## src/rtl/alias_decimator_if.sv

```systemverilog
// Bundle of the alias_decimator control, FIFO handshake and sample bus.
// The master modport drives the stage; the slave modport is the stage itself.
interface alias_decimator_if #(
   parameter int DATA_W   = 32,
   parameter int MAX_LOG2 = 3,
   parameter int SEL_W    = 2
);
   logic [SEL_W-1:0]    ratio_sel;
   logic                hold_mode;
   logic [DATA_W-1:0]   left_channel_audio_in;
   logic [DATA_W-1:0]   right_channel_audio_in;
   logic                audio_in_available;
   logic                audio_out_allowed;
   logic                read_audio_in;
   logic                write_audio_out;
   logic [DATA_W-1:0]   left_channel_audio_out;
   logic [DATA_W-1:0]   right_channel_audio_out;
   logic [MAX_LOG2-1:0] phase;

   modport master (
      output ratio_sel,
      output hold_mode,
      output left_channel_audio_in,
      output right_channel_audio_in,
      output audio_in_available,
      output audio_out_allowed,
      input  read_audio_in,
      input  write_audio_out,
      input  left_channel_audio_out,
      input  right_channel_audio_out,
      input  phase
   );

   modport slave (
      input  ratio_sel,
      input  hold_mode,
      input  left_channel_audio_in,
      input  right_channel_audio_in,
      input  audio_in_available,
      input  audio_out_allowed,
      output read_audio_in,
      output write_audio_out,
      output left_channel_audio_out,
      output right_channel_audio_out,
      output phase
   );
endinterface

```

## src/rtl/alias_decimator.sv

```systemverilog
// alias_decimator: keeps 1 of every 2^k stereo pairs, zero-stuffs or holds the rest.
// Ports: clk, reset (sync, active-high), bus (alias_decimator_if.slave).
// Optional: define ALIAS_DECIM_AVG_EN for a boxcar anti-alias filter on kept samples.
module alias_decimator #(
   parameter int DATA_W   = 32,
   parameter int MAX_LOG2 = 3,
   parameter int SEL_W    = 2
) (
   input  logic             clk,
   input  logic             reset,
   alias_decimator_if.slave bus
);
   typedef enum logic {EMPTY, FULL} state_t;

   localparam logic [SEL_W-1:0] K_MAX = SEL_W'(MAX_LOG2);

   state_t              state_q, state_d;
   logic [SEL_W-1:0]    k_q, k_d;
   logic [MAX_LOG2-1:0] phase_q, phase_d;
   logic [MAX_LOG2-1:0] phase_mask;
   logic [DATA_W-1:0]   left_q, left_d;
   logic [DATA_W-1:0]   right_q, right_d;
   logic [DATA_W-1:0]   hold_l_q, hold_l_d;
   logic [DATA_W-1:0]   hold_r_q, hold_r_d;
   logic                obuf_v, rd, wr;
   logic                keep, k_chg;
   logic [DATA_W-1:0]   kept_l, kept_r;

   assign k_d   = (bus.ratio_sel > K_MAX) ? K_MAX : bus.ratio_sel;
   assign k_chg = (k_d != k_q);
   // Low k bits set: phase wraps at 2^k, k = 0 pins it to 0.
   assign phase_mask = ~({MAX_LOG2{1'b1}} << k_q);
   assign keep = (phase_q == '0);

`ifdef ALIAS_DECIM_AVG_EN
   localparam int ACC_W = DATA_W + MAX_LOG2;

   logic [ACC_W-1:0] acc_l_q, acc_l_d;
   logic [ACC_W-1:0] acc_r_q, acc_r_d;
   logic             first_q, first_d;
   logic [ACC_W-1:0] in_l_x, in_r_x;

   assign in_l_x = {{MAX_LOG2{bus.left_channel_audio_in[DATA_W-1]}},
                    bus.left_channel_audio_in};
   assign in_r_x = {{MAX_LOG2{bus.right_channel_audio_in[DATA_W-1]}},
                    bus.right_channel_audio_in};

   always_comb begin
      kept_l  = bus.left_channel_audio_in;
      kept_r  = bus.right_channel_audio_in;
      acc_l_d = acc_l_q;
      acc_r_d = acc_r_q;
      first_d = first_q;
      // No complete block behind us yet, or bypass: pass raw input.
      if (k_q != '0 && !first_q) begin
         kept_l = DATA_W'($signed(acc_l_q) >>> k_q);
         kept_r = DATA_W'($signed(acc_r_q) >>> k_q);
      end
      if (rd) begin
         if (keep) begin
            acc_l_d = in_l_x;
            acc_r_d = in_r_x;
            first_d = 1'b0;
         end else begin
            acc_l_d = acc_l_q + in_l_x;
            acc_r_d = acc_r_q + in_r_x;
         end
      end
      // Block boundary moves on a ratio change; the partial sum is stale.
      if (k_chg) first_d = 1'b1;
   end

   always_ff @(posedge clk) begin
      if (reset) begin
         acc_l_q <= '0;
         acc_r_q <= '0;
         first_q <= 1'b1;
      end else begin
         acc_l_q <= acc_l_d;
         acc_r_q <= acc_r_d;
         first_q <= first_d;
      end
   end
`else
   assign kept_l = bus.left_channel_audio_in;
   assign kept_r = bus.right_channel_audio_in;
`endif

   always_comb begin
      obuf_v   = (state_q == FULL);
      wr       = obuf_v & bus.audio_out_allowed;
      rd       = bus.audio_in_available & (~obuf_v | wr);
      state_d  = state_q;
      phase_d  = phase_q;
      left_d   = left_q;
      right_d  = right_q;
      hold_l_d = hold_l_q;
      hold_r_d = hold_r_q;

      unique case (state_q)
         EMPTY: if (rd) state_d = FULL;
         FULL:  if (!rd && wr) state_d = EMPTY;
      endcase

      if (rd) begin
         if (keep) begin
            left_d   = kept_l;
            right_d  = kept_r;
            hold_l_d = kept_l;
            hold_r_d = kept_r;
         end else if (bus.hold_mode) begin
            left_d   = hold_l_q;
            right_d  = hold_r_q;
         end else begin
            left_d   = '0;
            right_d  = '0;
         end
      end

      // A ratio change realigns so the next accepted pair is kept.
      if (k_chg) begin
         phase_d = '0;
      end else if (rd) begin
         phase_d = (phase_q + MAX_LOG2'(1)) & phase_mask;
      end
   end

   always_ff @(posedge clk) begin
      if (reset) begin
         state_q  <= EMPTY;
         k_q      <= '0;
         phase_q  <= '0;
         left_q   <= '0;
         right_q  <= '0;
         hold_l_q <= '0;
         hold_r_q <= '0;
      end else begin
         state_q  <= state_d;
         k_q      <= k_d;
         phase_q  <= phase_d;
         left_q   <= left_d;
         right_q  <= right_d;
         hold_l_q <= hold_l_d;
         hold_r_q <= hold_r_d;
      end
   end

   assign bus.read_audio_in           = rd;
   assign bus.write_audio_out         = wr;
   assign bus.left_channel_audio_out  = left_q;
   assign bus.right_channel_audio_out = right_q;
   assign bus.phase                   = phase_q;
endmodule

```

## src/flat_wrapper.sv

```systemverilog
// flat-port wrapper written by rule: the top's interface ports become plain ports
module alias_decimator_flat 
#(
   parameter int DATA_W   = 32,
   parameter int MAX_LOG2 = 3,
   parameter int SEL_W    = 2
)
  (clk, reset, bus_ratio_sel, bus_hold_mode, bus_left_channel_audio_in, bus_right_channel_audio_in, bus_audio_in_available, bus_audio_out_allowed, bus_read_audio_in, bus_write_audio_out, bus_left_channel_audio_out, bus_right_channel_audio_out, bus_phase);
  alias_decimator_if #(.DATA_W(DATA_W), .MAX_LOG2(MAX_LOG2), .SEL_W(SEL_W)) bus_i ();
  input  logic clk;
  input  logic reset;
  input wire logic [$bits(bus_i.ratio_sel)-1:0] bus_ratio_sel;
  input wire logic [$bits(bus_i.hold_mode)-1:0] bus_hold_mode;
  input wire logic [$bits(bus_i.left_channel_audio_in)-1:0] bus_left_channel_audio_in;
  input wire logic [$bits(bus_i.right_channel_audio_in)-1:0] bus_right_channel_audio_in;
  input wire logic [$bits(bus_i.audio_in_available)-1:0] bus_audio_in_available;
  input wire logic [$bits(bus_i.audio_out_allowed)-1:0] bus_audio_out_allowed;
  output wire logic [$bits(bus_i.read_audio_in)-1:0] bus_read_audio_in;
  output wire logic [$bits(bus_i.write_audio_out)-1:0] bus_write_audio_out;
  output wire logic [$bits(bus_i.left_channel_audio_out)-1:0] bus_left_channel_audio_out;
  output wire logic [$bits(bus_i.right_channel_audio_out)-1:0] bus_right_channel_audio_out;
  output wire logic [$bits(bus_i.phase)-1:0] bus_phase;
  assign bus_i.ratio_sel = bus_ratio_sel;
  assign bus_i.hold_mode = bus_hold_mode;
  assign bus_i.left_channel_audio_in = bus_left_channel_audio_in;
  assign bus_i.right_channel_audio_in = bus_right_channel_audio_in;
  assign bus_i.audio_in_available = bus_audio_in_available;
  assign bus_i.audio_out_allowed = bus_audio_out_allowed;
  assign bus_read_audio_in = bus_i.read_audio_in;
  assign bus_write_audio_out = bus_i.write_audio_out;
  assign bus_left_channel_audio_out = bus_i.left_channel_audio_out;
  assign bus_right_channel_audio_out = bus_i.right_channel_audio_out;
  assign bus_phase = bus_i.phase;
  alias_decimator #(.DATA_W(DATA_W), .MAX_LOG2(MAX_LOG2), .SEL_W(SEL_W)) u_core (.clk(clk), .reset(reset), .bus(bus_i));
endmodule
```

## config.mk

```make
export PLATFORM = sky130hd
export DESIGN_NAME = alias_decimator_flat
export DESIGN_NICKNAME = d
export VERILOG_FILES = /design/src/rtl/alias_decimator_if.sv /design/src/rtl/alias_decimator.sv /design/src/flat_wrapper.sv
export SDC_FILE = /design/constraint.sdc
export NUM_CORES = 1
export LEC_CHECK = 0
export ABC_AREA = 1
export CORE_MARGIN = 2
export CORE_UTILIZATION = 51
export CTS_BUF_LIST = sky130_fd_sc_hd__clkbuf_16
export DETAILED_ROUTE_END_ITERATION = 10
export HOLD_SLACK_MARGIN = 0.12
export PLACE_DENSITY = 0.9
export SETUP_SLACK_MARGIN = 0.4
export SLEW_MARGIN = 5
export SYNTH_ARGS = -nofsm -noshare
export SYNTH_HDL_FRONTEND = slang
export SYNTH_SLANG_ARGS = --single-unit
export TNS_END_PERCENT = 50
```

## constraint.sdc

```tcl
create_clock -name clk -period 1.7 [get_ports clk]
set_input_delay 0.51 -clock clk [delete_from_list [all_inputs] [get_ports clk]]
set_output_delay 0.51 -clock clk [all_outputs]
set_load 0.02 [all_outputs]
```

==> impl_metrics.csv, run 1 <==
group,metric,value,unit
power,powerDensity,926.6,nW/µm²
route,dr.first_iter.drc_count,592,
place,dpl_cell_area,8152,µm²
sta,fin_crit,1.630,ns
clock_network,cts_hold_buf,0,
clock_network,clock_path_buffers,2,
clock_network,cts.sinks,134,
power,peakVddDrop,0.0009210,V
grt,grt_max_degree,77,
sta,slew_headroom,0.7411,
synth,synth-edff-count,0,
place,dp_cells,1329,
synth,syn_nets,1131,
grt,grt_pass1_wl,31690,µm
sta,fmax,0.6136,GHz
sta,final_hold_viol_count,0,
cells_and_area,final_nets,1302,
sta,setup_viol,0,
grt,grt_pass1_vias,6719,
route,drcViolationCount,0,
sta,fin_crit_sh,0.9587,
cells_and_area,stdcell_count,1414,
place,dpl.hpwl,9937,µm
cells_and_area,antenna_cells,0,
synth,yosysUniqueCellTypes,19,
synth,yosysWarnings,0,
synth,seq_area_frac_synth,0.4110,
sta,worst_pin_slew,0.3884,ns
setup_path,cp_max_fo,7,
place,gp_congestion,0.7865,
sta,worst_clock_skew,0.009809,ns
run_status,status,"complete, no violations",
synth,synth_top_area_share,0.4110,
hold_path,hold_class,"input port to flop",
synth,syn_area,6526,µm²
synth,syn_inst,1058,
setup_path,crit_path_cell_trace,"inv_4 > ha_4 > inv_2 > nor2_4 > buf_6 > buf_6 > buf_16 > nor2_1 > nand2_1 > nand3_1 > nor2_2",
floorplanning,die-area,13720,µm²
route,wl_per_cell,15.42,µm
cells_and_area,drive_gt1_frac,0.2697,
floorplanning,coreArea,12570,µm²
setup_path,cp_common_cell,"buf_6",
floorplanning,start_util,0.5193,
place,port_buffers,139,
sta,rsz0062_at_grt,"yes",
setup_path,path_class,"flop to flop",
route,postRouteAntennaNets,0,
route,wirelength,21800,µm
setup_path,cp-start-kind,"flop",
synth,ys.flop_type,"dfxtp_1",
clock_network,numCtsBuffers,17,
floorplanning,num_rows,41,
setup_path,cp.required,2.04,ns
cells_and_area,fin_util,0.8100,
synth,synth_seq_cells,134,
cells_and_area,fillers,744,
floorplanning,die_x,117.1,µm
setup_path,cp_slowest_cell,"dfxtp_4",
synth,synth_area_leaders,"dfxtp_1 41%, nand2_1 16%, nor2_1 14%",
floorplanning,die_y,117.1,µm
cells_and_area,finish.instance_area,10180,µm²
grt,grt_overflow,0,
route,vias,7278,
clock_network,path_clk_slew,0.06,ns
route,dr.pass1.iters,8,
setup_path,end_kind,"flop",
setup_path,crit_arrival,1.97,ns
route,via_per_inst,5.147,
floorplanning,top_level_ports,140,
synth,avgSynthCellArea,6.168,µm²
clock_network,insertion_delay,0.43,ns
grt,antenna_found_initial,0,
run,drv_cap,0,
sta,slew_viol_final,0,
clock_network,h-tree-depth,4,
power,p_leak,5.470,nW
cells_and_area,area_delta_synth_final,55.98,%
setup_path,max_stage_delay,0.36,ns
grt,grt_usage,0.2986,
clock_network,root_buffer,"clkbuf_16",
synth,async_reset_ff_frac,0,
synth,yosys.area.top_type,"dfxtp_1",
clock_network,cts_tree,"built",
layout by cell type, fill, tap and decap left out, drive strengths merged:
cell / instances
inv: 218
nand2: 272
clkbuf: 22
clkdlybuf4s50: 67
o21ai: 3
ha: 2
nor2: 237
clkinvlp: 1
a21oi: 2
bufinv: 2
nand4: 27
dfxtp: 134
bufbuf: 1
nand3: 103
clkinv: 11
buf: 140
final cells by class:
| class | count | area [µm²] | area share |
|---|---|---|---|
| Sequential cell | 134 | 2775 | 0.2726 |
| Clock inverter | 15 | 120.1 | 0.01180 |
| Clock buffer | 17 | 425.4 | 0.04179 |
| Timing Repair Buffer | 213 | 2731 | 0.2683 |
| Multi-Input combinational cell | 646 | 3073 | 0.3019 |
| Tap cell | 172 | 215.2 | 0.02114 |
| Inverter | 217 | 839.6 | 0.08247 |
synthesized netlist by cell type (2+ instances only):
cell type	n
nand4_1	27
clkbuf_1	8
nor2_1	235
inv_1	214
o21ai_0	3
inv_2	3
buf_4	13
nand2_1	271
ha_1	2
dfxtp_1	134
nand3_1	103
buf_1	10
buf_2	25
buf_6	5
repair_timing:
action,CTS,global route
gates cloned,17,5
pin swaps,22,66
resized for setup,534,87
buffers inserted,25,6
setup endpoints to repair,201,200
logic make-up (layout without fill, tap and decap cells):
family	count (synthesis)	count (layout)	share of synthesized area
fa+ha+maj	2	2	0.003834
compound gates	5	5	0.005559
simple gates	639	639	0.4016
buf+inv	278	462	0.1779
flops	134	134	0.4110
layer usage:
layer | GRT usage | wire, µm | vias to the layer above
met1 | 0.3522 | 8345 | 3351
li1 | - | - | 3453
met3 | 0.07930 | 1803 | 67
met5 | 0 | 0 | -
met4 | 0.1216 | 703 | 0
met2 | 0.5164 | 10950 | 407
metrics by stage:
step	worst slack [ns]	power, mW	hold slack, ns	TNS (ns)
2_1_floorplan	0.3163	4.681	0.4549	0
3_5_place_dp	-0.6818	5.326	0.4706	-52.95
5_1_grt	0.03258	9.790	0.4047	0
4_1_cts	0.1543	9.177	0.4043	0
3_3_place_gp	-0.6810	5.278	0.4600	-50.73
6_report	0.07027	9.432	0.4158	0
worst paths after layout:
kind | start | endpoint | slack (ns) | depth (start not counted)
worst min register to register | u_core.hold_r_q[1] | u_core.hold_r_q[1] | 0.47 | 2
worst max-delay path | u_core.bus.phase[0] | u_core.bus.right_channel_audio_out[10] | 0.07 | 11
worst max register to register | u_core.bus.phase[0] | u_core.bus.right_channel_audio_out[10] | 0.07 | 11
worst min-delay path | bus_audio_in_available | u_core.obuf_v | 0.42 | 3
critical path: cells and delay by family, from the launching register on:
| family | cells | cell delay, ns |
|---|---|---|
| simple gates | 5 | 0.55 |
| fa+ha+maj | 1 | 0.12 |
| buf+inv | 5 | 0.52 |
| flops | 1 | 0.36 |
flip-flops by register name, indices dropped and copies added, names as in the netlist:
signal,cells
u_core.bus.right_channel_audio_out,32
u_core.k_q,2
u_core.hold_l_q,32
u_core.bus.phase,3
u_core.obuf_v,1
u_core.hold_r_q,32
u_core.bus.left_channel_audio_out,32
power breakdown:
| part | switching [mW] | internal, mW |
|---|---|---|
| Combinational | 1.19 | 1.11 |
| Clock | 1.36 | 2.10 |
| Sequential | 0.211 | 3.45 |
No activity file was read; power rests on OpenSTA's default activity.
==> run 2, diff against run 1 <==
GPL_TIMING_DRIVEN = 0   (was unset)
==> run 2 against run 1 <==
Register-to-register slack is essentially flat; non-clock buffer count up 18; utilization fell by 3.1 points; critical endpoint is now u_core.bus.right_channel_audio_out[8]; sequential share of layout area up 1.1 points; critical path depth grew 1; worst setup slack worse by 0.012 ns; first-iteration DRC count is 26% higher; design area decreased by 3.8%; via count fell by 1.3%.
==> impl_metrics.csv, run 2 (same netlist as run 1, synthesis figures left out) <==
group,metric,value,unit
run_status,status,"complete, no violations",
setup_path,cp_max_fo,7,
place,dpl_cell_area,8282,µm²
cells_and_area,finish.instance_area,9789,µm²
cells_and_area,final_common_cell,"nand2_1",
hold_path,whs_path_depth,3,
cells_and_area,antenna_cells,0,
place,gp_congestion,0.8374,
cells_and_area,stdcell_count,1432,
clock_network,cts_hold_buf,0,
clock_network,insertion_delay,0.42,ns
sta,slew_viol_final,0,
clock_network,clock_path_buffers,2,
setup_path,path_class,"flop to flop",
setup_path,r2r_start,"u_core.bus.phase[0]",
setup_path,cp.required,2.01,ns
route,postRouteAntennaNets,0,
hold_path,min_to,"u_core.obuf_v",
sta,fin_hold_ws,0.4576,ns
sta,fmax,0.6090,GHz
grt,grt_overflow,0,
setup_path,end_kind,"flop",
place,post-place-ws,-1.168,ns
route,dr.first_iter.drc_count,743,
floorplanning,num_rows,41,
setup_path,r2r_setup_slack,0.06,ns
setup_path,crit_arrival,1.96,ns
place,port_buffers,138,
floorplanning,die_y,117.1,µm
cells_and_area,final_nets,1321,
floorplanning,die_x,117.1,µm
hold_path,hold_class,"input port to flop",
clock_network,h-tree-depth,4,
clock_network,numCtsBuffers,17,
grt,grt_pass1_wl,31510,µm
place,dpl.hpwl,11820,µm
floorplanning,coreArea,12570,µm²
place,dp_cells,1368,
setup_path,r2r_end,"u_core.bus.right_channel_audio_out[8]",
route,via_per_inst,5.019,
grt,grt_pass1_vias,7003,
route,wirelength,20150,µm
route,drcViolationCount,0,
sta,setup_viol,0,
power,p_leak,5.381,nW
setup_path,cp_slowest_cell,"dfxtp_4",
setup_path,crit_path_cell_trace,"inv_4 > ha_4 > inv_4 > nor2_4 > buf_6 > buf_16 > buf_6 > buf_16 > nor2_1 > nand2_1 > nand3_1 > nor2_1",
sta,final_hold_viol_count,0,
clock_network,cts_tree,"built",
power,powerDensity,939.4,nW/µm²
floorplanning,start_util,0.5193,
floorplanning,die-area,13720,µm²
grt,antenna_found_initial,0,
route,dr.pass1.iters,7,
sta,fin_crit_sh,0.9659,
clock_network,path_clk_slew,0.05,ns
grt,grt_max_degree,17,
floorplanning,top_level_ports,140,
hold_path,hold_start,"bus_audio_in_available",
sta,slew_headroom,0.6800,
setup_path,crit_family,"buffers and inverters",
route,wl_per_cell,14.07,µm
cells_and_area,drive_gt1_frac,0.2492,
cells_and_area,final_cell_mix,"261 x nand2_1, 230 x nor2_1, 205 x inv_1, 85 x buf_6, 78 x nand3_1",
setup_path,reg2reg_depth,12,
cells_and_area,area_delta_synth_final,50.00,%
sta,fin_crit,1.642,ns
grt,grt_usage,0.2944,
setup_path,cp-start-kind,"flop",
power,peakVddDrop,0.0007151,V
clock_network,cts.sinks,134,
sta,layout_setup_ws,0.05805,ns
sta,worst_pin_slew,0.4801,ns
setup_path,cp_num_buf_inv,6,
run,drv_cap,0,
sta,rsz0062_at_grt,"yes",
route,vias,7187,
clock_network,root_buffer,"clkbuf_16",
setup_path,max_stage_delay,0.36,ns
cells_and_area,fillers,856,
sta,worst_clock_skew,0.007595,ns
-- run 2: changes by cell type in the layout (fill, tap and decap cells not counted), moves of 8 or more --
cell and change:
nor2_2 -25, nand3_1 +8, nand3_2 -14, buf_4 +8, nor2_1 +38, nor2_4 -12, buf_16 -11, buf_2 +12
-- run 2: timing repair --
action / 4_1_cts / 5_1_grt
resized for setup: 528 / 67
gates cloned: 6 / 2
pin swaps: 20 / 33
setup endpoints to repair: 201 / 200
setup buffers: 21 / 4
-- run 2: worst max path at each step --
stage,startpoint,to,slack (ns),cells after the start
2_1_floorplan,bus_audio_out_allowed,bus_read_audio_in,0.32,3
3_3_place_gp,bus_audio_out_allowed,bus_read_audio_in,-1.17,5
3_5_place_dp,bus_audio_out_allowed,bus_read_audio_in,-1.17,5
4_1_cts,u_core.obuf_v,bus_read_audio_in,0.08,3
5_1_grt,u_core.bus.phase[0],u_core.bus.right_channel_audio_out[8],0.01,12
6_report,u_core.bus.phase[0],u_core.bus.right_channel_audio_out[8],0.06,12
-- run 2: worst register-to-register path: cells and delay by family (launching register included) --
kind | cells | cell delay [ns]
adder cells (fa/ha/maj) | 1 | 0.15
buffers and inverters | 6 | 0.62
flip-flops | 1 | 0.36
AND/OR/NAND/NOR | 5 | 0.41
-- run 2: area by class of cell --
type                            count  area, µm²  share of cell area
Inverter                          217      839.6             0.08576
Multi-Input combinational cell    647       2947              0.3010
Tap cell                          172      215.2             0.02198
Clock buffer                       17      425.4             0.04346
Clock inverter                     14      120.1             0.01227
Sequential cell                   134       2775              0.2835
Buffer                             61      551.8             0.05637
Timing Repair Buffer              170       1916              0.1957
-- run 2: layer usage --
layer	share of wire	wire length (µm)	up-vias	global-route usage
met5	0	0	-	0
met4	0.032	640	0	0.1388
met3	0.074	1487	73	0.06952
met2	0.51	10190	354	0.5283
li1	-	-	3479	-
met1	0.39	7830	3281	0.3290
-- run 2: stage by stage --
step                      TNS (ns)  total power [mW]  utilization
final                            0             9.196       0.7789
after CTS                        0             9.013       0.7565
after detailed placement    -70.18             5.363       0.6589
after floorplan                  0             4.681            -
after global routing             0             9.579       0.7789
after global placement      -69.33             5.314       0.6589
-- run 2: power by group --
group	internal [mW]	total [mW]	switching, mW	leakage (nW)
clock network	2.11	3.47	1.37	0.275
logic	0.972	2.09	1.11	3.97
registers	3.45	3.64	0.185	1.13
total	6.53	9.20	2.67	5.38
==> run 3, diff against run 2 <==
REMOVE_ABC_BUFFERS = 1   (was unset)
SLEW_MARGIN = 30   (was 5)
==> run 3 against run 2 <==
The run now ends with setup timing left; via count up 14%; clock power up 10%; first-iteration DRC count up 58%; flip-flop and latch count unchanged; largest power group is now the clock network.
==> impl_metrics.csv, run 3 (same netlist as run 1, synthesis figures left out) <==
group,metric,value,unit
run_status,status,"finished with violations",
run_status,violations,"setup timing",
setup_path,r2r_start,"u_core.bus.phase[1]",
route,postRouteAntennaNets,0,
clock_network,insertion_delay,0.43,ns
clock_network,clock_path_buffers,2,
run,drv_cap,0,
power,peakVddDrop,0.0007032,V
power,combPwrFrac,0.263,
clock_network,cts_tree,"built",
place,dpl.hpwl,9719,µm
cells_and_area,drive_gt1_frac,0.3302,
setup_path,r2r_setup_slack,-0.06,ns
power,seqPwrFrac,0.361,
grt,grt_usage,0.3339,
setup_path,cp_max_fo,7,
route,wl_per_cell,20.42,µm
setup_path,path_class,"flop to flop",
cells_and_area,final_cell_mix,"238 x nand2_1, 211 x inv_1, 165 x nor2_1, 88 x buf_6, 69 x dfxtp_1",
route,wirelength,29490,µm
sta,fin_crit_sh,1.037,
floorplanning,die-area,13720,µm²
sta,rsz0062_at_grt,"yes",
floorplanning,start_util,0.5193,
route,dr.pass1.iters,6,
clock_network,h-tree-depth,4,
clock_network,root_buffer,"clkbuf_16",
sta,slew_headroom,0.7316,
cells_and_area,final_nets,1332,
clock_network,numCtsBuffers,17,
sta,setup_viol,12,
clock_network,cts.sinks,134,
cells_and_area,final_common_cell,"nand2_1",
power,swShare,0.3062,
route,vias,8177,
cells_and_area,antenna_cells,0,
power,powerDensity,932.5,nW/µm²
sta,fin_crit,1.763,ns
sta,slew_viol_final,0,
floorplanning,die_y,117.1,µm
grt,grt_pass1_wl,34540,µm
grt,grt_overflow,0,
setup_path,startpoint,"u_core.bus.phase[1]",
sta,worst_clock_skew,0.009042,ns
place,gp_congestion,0.7800,
setup_path,end_kind,"flop",
route,drcViolationCount,0,
setup_path,cp.required,2.02,ns
sta,fin_hold_ws,0.4688,ns
clock_network,path_clk_slew,0.06,ns
setup_path,reg2reg_depth,13,
cells_and_area,finish.instance_area,10920,µm²
route,via_per_inst,5.663,
power,p_int,7.066,mW
grt,grt_max_degree,57,
power,p_leak,5.726,nW
power,p_total,10.18,mW
grt,grt_pass1_vias,7075,
power,clock_power_share,0.376,
cells_and_area,area_delta_synth_final,67.35,%
sta,final_hold_viol_count,0,
grt,antenna_found_initial,0,
sta,layout_setup_ws,-0.06347,ns
setup_path,cp-start-kind,"flop",
cells_and_area,fillers,600,
route,dr.first_iter.drc_count,1171,
setup_path,crit_arrival,2.08,ns
clock_network,cts_hold_buf,0,
setup_path,critPathCapture,"u_core.bus.left_channel_audio_out[25]",
floorplanning,die_x,117.1,µm
cells_and_area,multi_input_area,3513,µm²
place,port_buffers,139,
cells_and_area,seqCellArea,2771,µm²
sta,worst_pin_slew,0.4026,ns
setup_path,r2r_end,"u_core.bus.left_channel_audio_out[25]",
hold_path,hold_class,"input port to flop",
floorplanning,coreArea,12570,µm²
place,dpl_cell_area,8009,µm²
place,post-place-ws,-1.741,ns
floorplanning,num_rows,41,
floorplanning,top_level_ports,140,
sta,fmax,0.5671,GHz
power,switchingPower,3.119,mW
run 3: cell types whose count changed in the layout (fill, tap and decap cells not counted), sizes merged:
cell,delta
bufbuf,+2
inv,+1
nor2,+3
nand2,+2
bufinv,+3
clkdlybuf4s50,-1
clkinv,+1
clkinvlp,-1
buf,+8
clkbuf,-6
run 3: cell type report:
class                   count  share of cell area
clock buffers              17             0.03895
clock inverters            15             0.01547
inverters                 217             0.07916
multi-input cells         652              0.3217
flip-flops and latches    134              0.2538
well taps                 172             0.01970
repair buffers            234              0.2682
repair inverters            3            0.003093
run 3: routing by layer:
layer | GRT usage | wire [µm] | vias to the layer above
met5 | 0 | 0 | -
met4 | 0.2039 | 2262 | 0
met3 | 0.08445 | 3135 | 246
met2 | 0.5730 | 14080 | 695
met1 | 0.3725 | 10010 | 3708
li1 | - | - | 3528
run 3: critical path: stages (launching register included):
cell and delay (ns):
dfxtp_2 0.36, inv_2 0.05, ha_4 0.16, inv_4 0.07, nor2_4 0.04, buf_6 0.12
buf_6 0.11, buf_6 0.11, buf_8 0.13, buf_16 0.15, nor2_4 0.11, nand2_1 0.09
nand3_1 0.09, nor2_1 0.05
run 3: power groups by stage:
stage | Combinational [mW] | Clock (mW) | Sequential [mW]
finish | 2.67 | 3.83 | 3.68
global placement | 1.59 | 0 | 3.62
global route | 2.82 | 4.01 | 3.68
detailed placement | 1.66 | 0 | 3.63
CTS | 2.07 | 3.74 | 3.57
floorplan | 0.769 | 0 | 3.78
run 3: how the worst min path moves through the flow:
| stage | startpoint | endpoint | cells past startpoint |
|---|---|---|---|
| 2_1_floorplan | u_core.hold_l_q[0] | u_core.hold_l_q[0] | 2 |
| 4_1_cts | bus_audio_in_available | u_core.obuf_v | 3 |
| 6_report | bus_audio_in_available | u_core.obuf_v | 3 |
| 3_5_place_dp | u_core.hold_r_q[5] | u_core.hold_r_q[5] | 2 |
| 5_1_grt | bus_audio_in_available | u_core.obuf_v | 3 |
| 3_3_place_gp | u_core.hold_r_q[0] | u_core.hold_r_q[0] | 2 |
run 3: through the flow:
stage	TNS (ns)	util	std cells
final	-0.3634	0.8690	1444
after global routing	-0.6763	0.8690	1444
after CTS	0	0.7801	1414
after detailed placement	-171.13	0.6372	1317
after global placement	-506.23	0.6195	1308
after floorplan	-259.64	-	997
run 3: repair_timing:
item | 4_1_cts | 5_1_grt
gates cloned | 23 | 5
buffers inserted | 42 | 25
pin swaps | 46 | 85
setup endpoints to repair | 201 | 200
resized for setup | 214 | 548
